<file path="src/rtl/clk_div_pkg.sv">
// rtl/clk_div_pkg.sv - shared state encoding and constants for the clock divider
package clk_div_pkg;

  typedef enum logic [1:0] {
    IDLE = 2'd0,
    RUN  = 2'd1,
    STOP = 2'd2
  } state_t;

  // Smallest divide ratio that still produces a clock with both phases.
  localparam int MIN_RATIO = 2;

endpackage

</file>
<file path="src/rtl/clk_div_ctrl_if.sv">
// rtl/clk_div_ctrl_if.sv - run/ratio handshake and divided clock outputs bundle
interface clk_div_ctrl_if #(
  parameter int WIDTH = 8
);

  logic             en;
  logic             div_req;
  logic [WIDTH-1:0] div_val;
  logic             div_ack;
  logic             div_err;
  logic             busy;
  logic             tick;
  logic             clock_out;

  modport master (
    output en, div_req, div_val,
    input  div_ack, div_err, busy, tick, clock_out
  );

  modport slave (
    input  en, div_req, div_val,
    output div_ack, div_err, busy, tick, clock_out
  );

endinterface

</file>
<file path="src/rtl/clk_div_core.sv">
// rtl/clk_div_core.sv - period counter, wrap detect and registered clock_out/tick
module clk_div_core #(
  parameter int WIDTH = 8
) (
  input  logic             clock_in,
  input  logic             reset,
  input  logic             active,
  input  logic             run,
  input  logic [WIDTH-1:0] n,
  output logic             wrap,
  output logic             clock_out,
  output logic             tick
);

  logic [WIDTH-1:0] cnt;
  logic [WIDTH-1:0] cnt_next;

  // Wrap only means something while a period is in flight; cnt sits at 0 in IDLE.
  assign wrap     = active && (cnt == n - WIDTH'(1));
  assign cnt_next = (!active || wrap) ? '0 : cnt + WIDTH'(1);

  // Outputs are computed from the next count so they line up with cnt in the same cycle.
  always_ff @(posedge clock_in) begin
    if (reset || !run) begin
      cnt       <= '0;
      clock_out <= 1'b0;
      tick      <= 1'b0;
    end else begin
      cnt       <= cnt_next;
      clock_out <= (cnt_next < (n >> 1));
      tick      <= (cnt_next == '0);
    end
  end

endmodule

</file>
<file path="src/rtl/clk_div_ctrl.sv">
// rtl/clk_div_ctrl.sv - run/stop FSM, divide ratio register and ratio-change handshake
module clk_div_ctrl
  import clk_div_pkg::*;
#(
  parameter int WIDTH     = 8,
  parameter int DIV_RESET = 3
) (
  input  logic          clock_in,
  input  logic          reset,
  clk_div_ctrl_if.slave bus
);

  state_t           state;
  state_t           state_next;
  logic [WIDTH-1:0] n;
  logic             wrap;
  logic             active;
  logic             run;
  logic             req_live;
  logic             req_ok;
  logic             at_boundary;

  assign active      = (state != IDLE);
  assign run         = (state_next != IDLE);
  // A request is not re-examined on its own ack cycle; the requester drops it there.
  assign req_live    = bus.div_req && !bus.div_ack;
  assign req_ok      = (bus.div_val >= WIDTH'(MIN_RATIO));
  // Ratio may only change between periods, so the current one is never distorted.
  assign at_boundary = !active || wrap;

  // Next state: en keeps or resumes running; without en the period finishes, then idles.
  always_comb begin
    state_next = state;
    case (state)
      IDLE:     state_next = bus.en ? RUN : IDLE;
      RUN,
      STOP:     state_next = bus.en ? RUN : (wrap ? IDLE : STOP);
      default:  state_next = IDLE;
    endcase
  end

  // State register, busy flag, ratio register and ack/err pulses.
  always_ff @(posedge clock_in) begin
    if (reset) begin
      state       <= IDLE;
      bus.busy    <= 1'b0;
      n           <= WIDTH'(DIV_RESET);
      bus.div_ack <= 1'b0;
      bus.div_err <= 1'b0;
    end else begin
      state       <= state_next;
      bus.busy    <= run;
      bus.div_ack <= 1'b0;
      bus.div_err <= 1'b0;
      if (req_live && !req_ok) begin
        bus.div_ack <= 1'b1;
        bus.div_err <= 1'b1;
      end else if (req_live && at_boundary) begin
        n           <= bus.div_val;
        bus.div_ack <= 1'b1;
      end
    end
  end

  clk_div_core #(
    .WIDTH (WIDTH)
  ) u_core (
    .clock_in  (clock_in),
    .reset     (reset),
    .active    (active),
    .run       (run),
    .n         (n),
    .wrap      (wrap),
    .clock_out (bus.clock_out),
    .tick      (bus.tick)
  );

endmodule

</file>
<file path="src/flat_wrapper.sv">
// flat-port wrapper written by rule: the top's interface ports become plain ports
module clk_div_ctrl_flat import clk_div_pkg::*;
#(
  parameter int WIDTH     = 8,
  parameter int DIV_RESET = 3
)
  (clock_in, reset, bus_en, bus_div_req, bus_div_val, bus_div_ack, bus_div_err, bus_busy, bus_tick, bus_clock_out);
  clk_div_ctrl_if #(.WIDTH(WIDTH)) bus_i ();
  input  logic clock_in;
  input  logic reset;
  input wire logic [$bits(bus_i.en)-1:0] bus_en;
  input wire logic [$bits(bus_i.div_req)-1:0] bus_div_req;
  input wire logic [$bits(bus_i.div_val)-1:0] bus_div_val;
  output wire logic [$bits(bus_i.div_ack)-1:0] bus_div_ack;
  output wire logic [$bits(bus_i.div_err)-1:0] bus_div_err;
  output wire logic [$bits(bus_i.busy)-1:0] bus_busy;
  output wire logic [$bits(bus_i.tick)-1:0] bus_tick;
  output wire logic [$bits(bus_i.clock_out)-1:0] bus_clock_out;
  assign bus_i.en = bus_en;
  assign bus_i.div_req = bus_div_req;
  assign bus_i.div_val = bus_div_val;
  assign bus_div_ack = bus_i.div_ack;
  assign bus_div_err = bus_i.div_err;
  assign bus_busy = bus_i.busy;
  assign bus_tick = bus_i.tick;
  assign bus_clock_out = bus_i.clock_out;
  clk_div_ctrl #(.WIDTH(WIDTH), .DIV_RESET(DIV_RESET)) u_core (.clock_in(clock_in), .reset(reset), .bus(bus_i));
endmodule
</file>
<file path="config.mk">
export PLATFORM = sky130hd
export DESIGN_NAME = clk_div_ctrl_flat
export DESIGN_NICKNAME = d
export VERILOG_FILES = /design/src/rtl/clk_div_pkg.sv /design/src/rtl/clk_div_ctrl_if.sv /design/src/rtl/clk_div_core.sv /design/src/rtl/clk_div_ctrl.sv /design/src/flat_wrapper.sv
export SDC_FILE = /design/constraint.sdc
export NUM_CORES = 1
export LEC_CHECK = 0
export ABC_AREA = 1
export BUFFER_PORTS_ARGS = -buffer_cell sky130_fd_sc_hd__buf_2
export CORE_UTILIZATION = 45
export DETAILED_ROUTE_END_ITERATION = 16
export PLACE_DENSITY_LB_ADDON = 0.08
export SYNTH_ARGS = -nofsm -noshare
export SYNTH_HDL_FRONTEND = slang
export SYNTH_SLANG_ARGS = --single-unit
</file>
<file path="constraint.sdc">
create_clock -name clock_in -period 2.81 [get_ports clock_in]
set_input_delay 0.562 -clock clock_in [delete_from_list [all_inputs] [get_ports clock_in]]
set_output_delay 0.562 -clock clock_in [all_outputs]
set_load 0.01 [all_outputs]
</file>
==> results.sh <==
export IMPL_status="finished, final reports clean"
export IMPL_fmax_ghz=0.416
export IMPL_syn_avg_cell_area_um2=6.51
export IMPL_vias=1306
export IMPL_cts_buffers=3
export IMPL_rsz0062_at_grt="false"
export IMPL_synth_seq_cells=23
export IMPL_dp_hpwl_um=2400
export IMPL_die_area_um2=3410
export IMPL_synth_seq_area_share_pct=32.1
export IMPL_cellPowerDensity_nw_per_um2=426
export IMPL_ir_worst_vdd_uv=236
export IMPL_grt_max_degree=13
export IMPL_highest_layer="met4"
export IMPL_syn_nets=242
export IMPL_vias_per_cell=4.65
export IMPL_met3_length_um=137
export IMPL_die_x_um=58.4
export IMPL_relSlewSlack_pct=48.4
export IMPL_core_rowCount=20
export IMPL_path_class="flip-flop to flip-flop"
export IMPL_synth_top_area_share_pct=32.1
export IMPL_clock_sinks=23
export IMPL_cts_tree="built"
export IMPL_nets=260
export IMPL_period_needed_ns=2.40
export IMPL_start_util_pct=47.3
export IMPL_place_inst=277
export IMPL_setup_tns_ns=0
export IMPL_core_um2=3030
export IMPL_ioPinCount=17
export IMPL_globalRoute_totalOverflow=0
export IMPL_synth_distinct_cells=26
export IMPL_grt_total_usage_pct=20.0
export IMPL_routabilityCongestion=0.778
export IMPL_ctsHoldBuffers=0
export IMPL_grt_antenna_before_repair=0
export IMPL_stdcell_count=281
export IMPL_drive_gt1_share_pct=14.3
export IMPL_route_antenna_remaining_nets=0
export IMPL_cp_end_kind="flip-flop"
export IMPL_wl_per_cell_um=10.4
export IMPL_critPathLaunchType="flip-flop"
export IMPL_grt_pass1_wl_um=5260
export IMPL_p_leak_nw=0.844
export IMPL_final_common_cell="nand2_1"
export IMPL_diodes=0
export IMPL_yosys_warnings=0
export IMPL_final_setup_viol_count=0
export IMPL_finalHoldViolations=0
export IMPL_clkSlewWorstSetupHoldPaths_ns=0.12
export IMPL_skew_ns=0.00432
export IMPL_crit_required_ns=3.05
export IMPL_syn_to_final_growth_pct=9.87
export IMPL_cts_repair_resized=0
export IMPL_fin_crit_sh_pct=85.6
export IMPL_cap_violations=0
export IMPL_synthTopCellsByArea="dfxtp_1 (32%), nand2_1 (15%), inv_1 (9.2%)"
export IMPL_postCtsSetupRepairBufs=0
export IMPL_totalWireLength_um=2940
export IMPL_syn_area_um2=1430
export IMPL_drc=0
export IMPL_first_pass_iters=4
export IMPL_cts_buffer_depth=2
export IMPL_cts_root_buf="clkbuf_4"
export IMPL_synth_top_cell_by_area="dfxtp_1"
export IMPL_wl_met2_um=1300
export IMPL_insertion_delay_ns=0.30
export IMPL_crit_fanout=5
export IMPL_synthCells=220
export IMPL_hold_path_class="input pin to flip-flop"
export IMPL_port_buffers=16
export IMPL_met1_length_um=1480
export IMPL_arrival_ns=2.65
export IMPL_drt_iter0_markers=62
export IMPL_cts_max_level=1
export IMPL_final_cell_mix="nand2_1 (57), inv_1 (35), nor2_1 (32)"
export IMPL_grt_pass1_vias=1211
export IMPL_die_h_um=58.4
export IMPL_worst_pin_slew_ns=0.769
export IMPL_final_max_slew_viol_count=0
## kinds of logic (layout without fill, tap and decap cells)
family          Yosys count  in the layout  synth area share [%]
buf+inv                  42             59                  11.6
fa+ha+maj                10             10                  8.73
xor+xnor                  6              6                  3.67
simple gates            119            119                  36.3
flops                    23             23                  32.1
compound gates           20             20                  7.51
## worst max-delay path: stages (launching register included)
cell and delay, ns:
dfxtp_1 0.41, inv_1 0.07, ha_1 0.29, nand2_1 0.06
inv_1 0.03, nor2_1 0.08, nand2_1 0.06, nor2_1 0.10
nand2_1 0.06, nor2_1 0.12, nand2_2 0.10, nand2_4 0.10
nor2_1 0.07, ha_1 0.32, a21oi_1 0.13, nand2_1 0.06
nand3b_1 0.15, a21oi_1 0.13
## metrics by stage
stage	worst slack, ns	hold slack (ns)	area, µm²	utilization [%]	total power [mW]
CTS	0.404	0.472	1570	52.0	0.683
detailed placement	0.445	0.519	1550	51.1	0.530
global route	0.201	0.479	1570	52.0	0.721
finish	0.406	0.484	1570	52.0	0.671
floorplan	0.680	0.488	1430	-	0.490
global placement	0.458	0.514	1550	51.1	0.531
## state kept, by name, indices dropped and copies added (netlist names)
name                     cells
u_core.bus.div_err           1
u_core.bus.div_ack           1
u_core.u_core.cnt            8
u_core.state                 2
u_core.bus.busy              1
u_core.n                     8
u_core.u_core.clock_out      1
u_core.u_core.tick           1
## layout make-up
cell class                      count  area (µm²)
Clock buffer                        4        26.3
Tap cell                           44        55.1
Multi-Input combinational cell    155         806
Inverter                           39         146
Sequential cell                    23         460
Fill cell                         335        1450
Timing Repair Buffer               16        80.1
## final timing paths
check                 start                 endpoint  slack, ns  cells past startpoint
max             u_core.n[1]  u_core.u_core.clock_out       0.41                     17
min          bus_div_val[0]              u_core.n[0]       0.48                      3
max reg2reg     u_core.n[1]  u_core.u_core.clock_out       0.41                     17
min reg2reg     u_core.n[7]              u_core.n[7]       0.53                      2
## synthesized netlist by cell type (all sizes together)
cell,count
xor2,3
o21ai,9
nand2,63
xnor2,3
nor3,1
o211ai,3
nor3b,1
nand3b,1
inv,39
clkbuf,1
dfxtp,23
or4,1
nor2,36
nand3,13
buf,2
nor4,1
a21oi,8
nand4,1
nor4b,1
ha,10
## metal layers
layer / vias up / track usage (%)
met5: - / 0
met3: 2 / 1.98
met4: 0 / 6.12
met2: 24 / 31.7
li1: 713 / -
met1: 567 / 28.6
## power by group
part | leakage, nW | switching, mW | internal, mW
Sequential | 0.188 | 0.0188 | 0.346
Combinational | 0.641 | 0.0970 | 0.0597
Clock | 0.0150 | 0.0946 | 0.0553
Total | 0.844 | 0.210 | 0.461
No activity file was read; power rests on OpenSTA's default activity.
